$ cat src/rtl/matc_frame_serializer.sv
// Byte-serial framer for 2x2 matrix-multiplier results:
// header, four sign-extended elements, optional XOR checksum.
module matc_frame_serializer #(
    parameter int         ELEM_W      = 5,
    parameter logic [3:0] HDR_TAG     = 4'hA,
    parameter bit         CHECKSUM_EN = 1'b1
) (
    input  logic                clk,
    input  logic                rst,
    input  logic                in_valid,
    output logic                in_ready,
    input  logic [4*ELEM_W-1:0] in_c,
    output logic                out_valid,
    input  logic                out_ready,
    output logic [7:0]          out_data,
    output logic                out_last,
    output logic                busy,
    output logic [3:0]          seq
);

    typedef enum logic [2:0] {
        IDLE, HDR, D0, D1, D2, D3, CKS
    } state_t;

    state_t              state, state_nx;
    logic [4*ELEM_W-1:0] cbuf;
    logic                last_beat;
    logic                take;
    logic                adv;
    logic [7:0]          hdr_b, e0, e1, e2, e3, cks_b;

    function automatic logic [7:0] sext(input logic [ELEM_W-1:0] e);
        return 8'(signed'(e));
    endfunction

    assign last_beat = CHECKSUM_EN ? (state == CKS) : (state == D3);
    assign out_valid = (state != IDLE);
    assign busy      = (state != IDLE);
    assign out_last  = last_beat;
    // Only out_ready reaches in_ready combinationally; the rest is state.
    assign in_ready  = (state == IDLE) | (last_beat & out_ready);
    assign take      = in_valid & in_ready;
    assign adv       = out_valid & out_ready;

    assign hdr_b = {HDR_TAG, seq};
    assign e0    = sext(cbuf[0*ELEM_W +: ELEM_W]);
    assign e1    = sext(cbuf[1*ELEM_W +: ELEM_W]);
    assign e2    = sext(cbuf[2*ELEM_W +: ELEM_W]);
    assign e3    = sext(cbuf[3*ELEM_W +: ELEM_W]);
    assign cks_b = hdr_b ^ e0 ^ e1 ^ e2 ^ e3;

    always_comb begin
        state_nx = state;
        unique case (state)
            IDLE: if (take) state_nx = HDR;
            HDR:  if (adv)  state_nx = D0;
            D0:   if (adv)  state_nx = D1;
            D1:   if (adv)  state_nx = D2;
            D2:   if (adv)  state_nx = D3;
            D3: begin
                if (adv) begin
                    if (CHECKSUM_EN) state_nx = CKS;
                    else             state_nx = take ? HDR : IDLE;
                end
            end
            CKS:  if (adv)  state_nx = take ? HDR : IDLE;
            default:        state_nx = IDLE;
        endcase
    end

    always_comb begin
        out_data = 8'h00;
        unique case (state)
            HDR:     out_data = hdr_b;
            D0:      out_data = e0;
            D1:      out_data = e1;
            D2:      out_data = e2;
            D3:      out_data = e3;
            CKS:     out_data = cks_b;
            default: out_data = 8'h00;
        endcase
    end

    always_ff @(posedge clk) begin
        if (rst) begin
            state <= IDLE;
            cbuf  <= '0;
            seq   <= 4'd0;
        end else begin
            state <= state_nx;
            if (take)
                cbuf <= in_c;
            // Header of the finished frame already used the old value.
            if (last_beat && adv)
                seq <= seq + 4'd1;
        end
    end

endmodule

$ cat config.mk
export PLATFORM = sky130hd
export DESIGN_NAME = matc_frame_serializer
export DESIGN_NICKNAME = d
export VERILOG_FILES = /design/src/rtl/matc_frame_serializer.sv
export SDC_FILE = /design/constraint.sdc
export NUM_CORES = 1
export LEC_CHECK = 0
export ABC_AREA = 0
export CAP_MARGIN = 5
export CELL_PAD_IN_SITES_DETAIL_PLACEMENT = 1
export CELL_PAD_IN_SITES_GLOBAL_PLACEMENT = 2
export CORE_MARGIN = 2
export CORE_UTILIZATION = 29
export DETAILED_ROUTE_END_ITERATION = 7
export MAX_ROUTING_LAYER = met4
export PLACE_DENSITY = 0.9
export SLEW_MARGIN = 20
export SYNTH_ARGS = -nofsm -noshare
export SYNTH_HDL_FRONTEND = slang
export SYNTH_SLANG_ARGS = --single-unit
$ cat constraint.sdc
create_clock -name clk -period 1.8 [get_ports clk]
set_input_delay 0.36 -clock clk [delete_from_list [all_inputs] [get_ports clk]]
set_output_delay 0.36 -clock clk [all_outputs]
set_load 0.02 [all_outputs]
==> results of run 1 <==
metal layers:
| metal | part of all wire (%) | vias up |
|---|---|---|
| met5 | 0 | - |
| met3 | 1.9 | 4 |
| met1 | 46 | 699 |
| li1 | - | 726 |
| met2 | 51 | 17 |
| met4 | 0.80 | 0 |
registers in the layout, summed over array words and instances, names as in the netlist:
register  count
seq           4
state         3
cbuf         20
power by group through the flow:
stage | Sequential (uW) | Clock, uW | Combinational, uW
4_1_cts | 675 | 364 | 497
5_1_grt | 684 | 387 | 562
2_1_floorplan | 676 | 0 | 314
3_3_place_gp | 689 | 0 | 459
6_report | 677 | 353 | 521
3_5_place_dp | 689 | 0 | 473
cell usage after synthesis, types with 3 or more instances:
cell type and instances:
nor2_1 25, dfxtp_1 27, buf_2 6, xor2_1 5, xnor2_1 17, nand2_1 6
nand3b_1 6, o21ai_1 5, a21oi_1 7, mux2i_1 27, buf_4 3
metrics by stage:
| stage | utilization (%) | hold slack, ns | worst slack, ns | total power (uW) | setup TNS [ns] |
|---|---|---|---|---|---|
| 6_report | 44.7 | 0.555 | -0.170 | 1550 | -1.13 |
| 3_3_place_gp | 41.8 | 0.530 | -0.318 | 1150 | -4.88 |
| 5_1_grt | 44.7 | 0.580 | -0.237 | 1630 | -1.85 |
| 2_1_floorplan | - | 0.497 | -0.0508 | 990 | -0.0728 |
| 3_5_place_dp | 41.8 | 0.537 | -0.381 | 1160 | -6.26 |
| 4_1_cts | 43.1 | 0.555 | -0.130 | 1540 | -0.886 |
critical path: stages (launching register included):
cell and delay (ns):
dfxtp_4 0.38, buf_6 0.13, nand3b_1 0.27, buf_4 0.21, o221ai_2 0.16, buf_4 0.17
worst max-delay path by stage:
stage / cells past startpoint / slack [ns] / start / to
global placement: 6 / -0.32 / state[0] / out_data[1]
global route: 6 / -0.24 / state[0] / out_data[5]
floorplan: 5 / -0.05 / state[0] / out_data[6]
detailed placement: 6 / -0.38 / state[0] / out_data[3]
finish: 5 / -0.17 / state[0] / out_data[2]
CTS: 6 / -0.13 / state[0] / out_data[3]
cell families after synthesis:
logic type / after synthesis / share of synthesized area (%)
fa+ha+maj: 2 / 1.41
mux: 29 / 18.3
flops: 27 / 33.8
simple gates: 49 / 14.9
xor+xnor: 22 / 12.0
buf+inv: 20 / 8.84
compound gates: 25 / 10.6
final cells by class:
class | count | area, sq um
timing repair buffer | 78 | 729
sequential | 27 | 546
multi-input combinational | 127 | 986
fill | 643 | 2990
tap | 72 | 90.1
inverter | 4 | 17.5
clock buffer | 4 | 45.0
repair_timing:
item,4_1_cts,5_1_grt
resized for setup,80,15
buffers inserted,1,4
endpoints found under the hold margin,0,0
endpoints found under the setup margin,12,15
pin swaps,3,1
==> summary.md, run 1 <==
| Metric | Value |
|---|---|
| Outcome | `complete, but fails checks` |
| Failing checks | `negative setup slack` |
| Drt total wl | `between 4000 and 5000 microns` |
| GR peak layer | `met2` |
| Internal Power | `about 1100 uW` |
| Initial DRC Count | `8` |
| Tot GR Track Use | `14.7%` |
| Yosys warns | `0` |
| Seq pwr share | `~44%` |
| Cell taking the most area after synthesis | `dfxtp_1` |
| Top cell type's share of synthesized area | `33.8%` |
| DR vias/cell | `roughly 4.6` |
| Top cells by area, synth | `dfxtp_1 34%, mux2i_1 17%, xnor2_1 9.3%` |
| Unrepaired setup endpoints after global routing | `yes` |
| Die Height | `just under 80 microns` |
| Tmin final | `slightly below 2 ns` |
| Crit start category | `flop` |
| Post-synth EDFFs | `0` |
| Mapped Nets | `between 150 and 200` |
| GRT met1 Usage | `a little under a fifth` |
| Post-DP HPWL | `3250 microns` |
| Worst VDD drop | `roughly 0.00025 V` |
| Post-Route Skew | `between 0.002 and 0.0025 ns` |
| Die width | `roughly 78 microns` |
| Vias in the first global route | `about 1.5k` |
| Pwr dens | `~640 nW/um^2` |
| Most frequent cells in the layout | `39 x buf_4, 25 x nor2_1, 25 x dfxtp_1, 25 x clkdlybuf4s50_1, 24 x mux2i_1` |
| Root Buffer | `clkbuf_8` |
| Finished Layout Cells | `around 310` |
| Final non-filler cell area | `approximately 2400 sq um` |
| Hold_buf cts | `0` |
| Initial Util | `approximately 30%` |
| Switch Pwr | `between 400 and 500 uW` |
| Layout cell share with drive strength beyond 1 | `between 30 and 40%` |
| Hold WC Path Type | `reg2reg` |
| Worst-margin pin slew | `~0.27 ns` |
| First-pass GRT wire length | `approximately 7100 microns` |
| P&R area growth vs syn | `50.9%` |
| Num ports | `40` |
| Deepest clock path buffer count | `2` |
| Leakage power | `just over 0.001 uW` |
| Die area | `roughly 6100 sq um` |
| Synthesized area | `1600 sq um` |
| Slew HR | `between 80% and 90%` |
| Pins Over Slew Limit | `0` |
| Worst R2R End | `cbuf[14]` |
| Tcrit/Tclk final | `109%` |
| Worst endpoint required time | `1.44 ns` |
| Clk slew on worst S/H paths | `around 0.10 ns` |
| Sequential area share after synthesis | `approximately a third` |
| GRT overflow | `0` |
| CP Max Fanout | `6` |
| Fmax achieved | `just over 0.5 GHz` |
| Power share of the clock group | `about 23%` |
| Core Area | `about 5400 sq um` |
| H-tree depth | `1` |
| Final WS setup | `-0.170 ns` |
| Cells after Synth | `~170` |
| Top FF cell, synth | `dfxtp_1` |
| GR Util met2 | `between 20 and 30%` |
| Hold Path End | `cbuf[1]` |
| CP Capture Type | `primary output` |
| Max Cap Viol | `0` |
| Grt met3 use | `~1.5%` |
| Unique masters post-synth | `38` |
| TritonCTS clock tree | `yes` |
| FF-to-FF Start | `state[1]` |
| #FFs+latches synth | `27` |
| R2r setup slk | `between 0.1 and 0.15 ns` |
| Routability cong. | `about 0.78` |
| Row cnt | `27` |
| Post-DR wirelength/cell | `around 14 microns` |
| Post-Place Cells | `slightly above 300` |
| DRT antenna net count | `0` |
| FFs w/ async S/R, synth | `0%` |
| CTS Buf Count | `3` |
| Worst hold stages | `2` |
| Worst endpoint data arrival time | `about 1.6 ns` |
| Switching share of total power | `around 30%` |
| Placement Cell Area | `~2300 sq um` |
| Comb pwr share | `approximately 34%` |
| R2R depth | `7` |
| N_diodes | `0` |
| Clk sink count | `27` |
| Hold_sp | `cbuf[1]` |
| Nets | `roughly 270` |
| Post-route DRC violation count | `0` |
| I/O Buffers | `39` |
| Commonest non-fill, non-tap cell in the layout | `buf_4` |
| Final hold vios | `0` |
| Final setup viols | `9` |
| Detailed Routing Iterations Pass 1 | `4` |
| Via Count | `around 1.4k` |
| Syn avg cell area | `between 9 and 10 sq um` |
| Initial antenna violation count | `0` |
| Largest net degree at the start of global routing | `28` |
| Worst skew pair latency | `~0.27 ns` |
| WS Path Type | `reg2out` |
No activity file was read; power rests on OpenSTA's default activity.
==> run 2: changes to the inputs <==
Settings changed: ABC_AREA 0 to 1, CORE_UTILIZATION 29 to 26, GPL_ROUTABILITY_DRIVEN set to 0.
==> summary.md, run 2 <==
| Metric | Value |
|---|---|
| Yosys warns | `0 (unchanged)` |
| Critical Path, Cell by Cell | `buf_4 -> nand2_2 -> inv_2 -> nand2_1 -> nand2_1 -> nor2_4 -> nand3_2 -> buf_4 (was buf_6 -> nand3b_1 -> buf_4 -> o221ai_2 -> buf_4)` |
| Num ports | `40 (unchanged)` |
| DRT antenna net count | `0 (unchanged)` |
| Fmax achieved | `0.550 GHz (was 0.508 GHz)` |
| Core Area | `6280 sq um (was 5410 sq um)` |
| Row cnt | `29 (was 27)` |
| Largest net degree at the start of global routing | `24 (was 28)` |
| Placement Cell Area | `2390 sq um (was 2260 sq um)` |
| Die width | `84.0 microns (was 78.3 microns)` |
| Finished Layout Cells | `404 (was 312)` |
| Fin Hold WS | `0.515 ns (was 0.555 ns)` |
| Unrepaired setup endpoints after global routing | `yes (unchanged)` |
| N_diodes | `0 (unchanged)` |
| Simple-gate share of the synthesized area | `37.4% (was 14.9%)` |
| Initial antenna violation count | `0 (unchanged)` |
| Post-Synth XOR/XNOR Area | `8.95% (was 12.1%)` |
| Outcome | `complete, but fails checks (unchanged)` |
| #FFs+latches synth | `27 (unchanged)` |
| CTS Buf Count | `3 (unchanged)` |
| Via Count | `1,791 (was 1,446)` |
| Cells after Synth | `252 (was 174)` |
| Worst Path Buf+Inv | `3 (unchanged)` |
| Crit-path leading delay family | `simple AND/OR/NAND/NOR gates (was buffers and inverters)` |
| CP Capture Type | `primary output (unchanged)` |
| Failing checks | `negative setup slack (unchanged)` |
| Mux contribution to synthesized area | `0% (was 18.3%)` |
| Worst endpoint data arrival time | `1.46 ns (was 1.61 ns)` |
| Initial DRC Count | `53 (was 8)` |
| Initial Util | `26.5% (was 29.6%)` |
| FFs w/ async S/R, synth | `0% (unchanged)` |
| Synthesized area | `1660 sq um (was 1600 sq um)` |
| DR vias/cell | `4.43 (was 4.63)` |
| Post-route DRC violation count | `0 (unchanged)` |
| Worst-margin pin slew | `0.272 ns (was 0.265 ns)` |
| Unique masters post-synth | `25 (was 38)` |
| Detailed Routing Iterations Pass 1 | `4 (unchanged)` |
| Top cells by area, synth | `dfxtp_1 33%, nand2_1 14%, nor2_1 13% (was dfxtp_1 34%, mux2i_1 17%, xnor2_1 9.3%)` |
| TritonCTS clock tree | `yes (unchanged)` |
| First-pass GRT wire length | `9070 microns (was 7150 microns)` |
| Max Cap Viol | `0 (unchanged)` |
| Clk slew on worst S/H paths | `0.10 ns (about the same)` |
| Commonest non-fill, non-tap cell in the layout | `nand2_1 (was buf_4)` |
| Final hold vios | `0 (unchanged)` |
| CP max stage delay | `0.38 ns (about the same)` |
| Final non-filler cell area | `2550 sq um (was 2410 sq um)` |
| Worst skew pair latency | `0.28 ns (was 0.27 ns)` |
| Die Height | `84.0 microns (was 78.3 microns)` |
| Tcrit/Tclk final | `101% (was 109%)` |
| Most flops, register | `cbuf (unchanged)` |
| Post-synth EDFFs | `0 (unchanged)` |
| Most instantiated library cell after synthesis | `nand2_1` |
| Pwr dens | `1300 nW/um^2 (was 642 nW/um^2)` |
| Pins Over Slew Limit | `0 (unchanged)` |
| Post-DR wirelength/cell | `12.9 microns (was 14.0 microns)` |
| Main combinational cell family by area after synthesis | `simple AND/OR/NAND/NOR gates (was multiplexers)` |
| Post-DP HPWL | `4050 microns (was 3250 microns)` |
| Vias in the first global route | `1,920 (was 1,483)` |
| Layout cell share with drive strength beyond 1 | `30.3% (was 31.3%)` |
| Most frequent cells after synthesis | `62 x nand2_1, 56 x nor2_1, 27 x dfxtp_1, 16 x inv_1, 15 x o21ai_0 (was 27 x dfxtp_1, 27 x mux2i_1, 25 x nor2_1, 17 x xnor2_1, 7 x a21oi_1)` |
| Biggest regs | `cbuf x20, seq x4, state x3 (unchanged)` |
| Clk sink count | `27 (unchanged)` |
| P&R area growth vs syn | `53.3% (was 50.9%)` |
| Tot GR Track Use | `16.2% (was 14.7%)` |
| Drt total wl | `5230 microns (was 4370 microns)` |
| Deepest clock path buffer count | `2 (unchanged)` |
| H-tree depth | `1 (unchanged)` |
| Sequential area share after synthesis | `32.5% (was 33.8%)` |
| Mapped Nets | `277 (was 199)` |
| Worst endpoint required time | `1.44 ns (about the same)` |
| Crit start category | `flop (unchanged)` |
| Cell taking the most area after synthesis | `dfxtp_1 (unchanged)` |
| Post-Place Cells | `399 (was 304)` |
| CP Max Fanout | `4 (was 6)` |
| Die area | `7050 sq um (was 6120 sq um)` |
| Critical path's slowest cell | `dfxtp_4 (unchanged)` |
| Top cell type's share of synthesized area | `32.5% (was 33.8%)` |
| Slew HR | `81.7% (was 81.8%)` |
| Hold WC Path Type | `reg2reg (unchanged)` |
| WS Path Type | `reg2out (unchanged)` |
| Max FFs per register | `20 (unchanged)` |
| Syn avg cell area | `6.60 sq um (was 9.19 sq um)` |
| I/O Buffers | `39 (unchanged)` |
| Top FF cell, synth | `dfxtp_1 (unchanged)` |
| Synth Area in Compound Gates | `10.8% (was 10.6%)` |
| Nets | `353 (was 266)` |
| Final WS setup | `-0.0180 ns (was -0.170 ns)` |
| GRT overflow | `0 (unchanged)` |
| Hold_buf cts | `0 (unchanged)` |
| Post-Route Skew | `0.00531 ns (was 0.00249 ns)` |
| Root Buffer | `clkbuf_8 (unchanged)` |
| Adder-cell share of the synthesized area | `0.752% (was 1.41%)` |
| Worst VDD drop | `0.000389 V (was 0.000251 V)` |
| Leakage power | `0.00121 uW (was 0.00101 uW)` |
| Most frequent cells in the layout | `57 x nand2_1, 50 x nor2_1, 45 x buf_4 (was 39 x buf_4, 25 x nor2_1, 25 x dfxtp_1, 25 x clkdlybuf4s50_1, 24 x mux2i_1)` |
| Dpl ws | `-0.270 ns (was -0.381 ns)` |
| Tmin final | `1.82 ns (was 1.97 ns)` |
| Final setup viols | `3 (was 9)` |
-- run 2: cell types whose count changed in the layout (fill, tap and decap cells not counted), sizes merged, moves of 3 or more --
cell,before,now
a21oi,8,5
buf,51,54
inv,4,16
mux2i,27,0
nand2,6,66
nand3,1,13
nor2,25,57
o21ai,7,25
xnor2,17,8
xor2,5,9
-- run 2: power by group --
group,switching [uW],internal (uW)
logic,1040,920
clock network,201,159
registers,209,789
-- run 2: layer usage --
layer | vias to the layer above | wire length [microns] | global-route usage (%)
met2 | 26 | 2540 | 28.2
met4 | 0 | 62 | 3.96
met5 | - | 0 | -
li1 | 940 | - | -
met3 | 5 | 112 | 1.48
met1 | 820 | 2510 | 20.2
-- run 2: cell type report --
type | instances | area [sq um]
Tap cell | 77 | 96.3
Clock buffer | 4 | 45.0
Inverter | 17 | 65.1
Multi-Input combinational cell | 196 | 1050
Fill cell | 811 | 3730
Timing Repair Buffer | 83 | 731
Sequential cell | 27 | 561
-- run 2: kinds of logic after synthesis --
group,Yosys count
compound gates,34
xor+xnor,17
fa+ha+maj,1
buf+inv,29
flops,27
simple gates,144
-- run 2: what timing repair did --
item,in CTS,in global routing
gates cloned,0,0
buffers inserted,2,0
gates resized for setup,94,13
pin swaps,4,1
endpoints found under the setup margin,16,13
-- run 2: stage by stage --
step | utilization (%) | setup TNS, ns | power, uW
after CTS | 40.4 | -0.0363 | 3330
after global placement | 38.1 | -1.88 | 2750
after floorplan | - | 0 | 2120
final | 40.6 | -0.0291 | 3320
after detailed placement | 38.1 | -2.42 | 2830
after global routing | 40.6 | -0.649 | 3610
-- run 2: path summary, 6_finish.rpt --
kind                  from     endpoint  slack (ns)  cells after the start
setup reg to reg  state[2]      cbuf[2]        0.20                      9
hold reg to reg    cbuf[6]      cbuf[6]        0.51                      2
setup / recovery  state[2]  out_data[5]       -0.02                      8
hold / removal     cbuf[6]      cbuf[6]        0.51                      2
-- run 2: worst reg2reg max path, cell delays in order (launching register included) --
cell	delay [ns]
dfxtp_4	0.39
buf_4	0.14
nand2_4	0.07
nor2_8	0.22
nand2_4	0.08
nand2_4	0.08
nand2_4	0.05
buf_4	0.20
o21ai_1	0.22
nor2_1	0.06
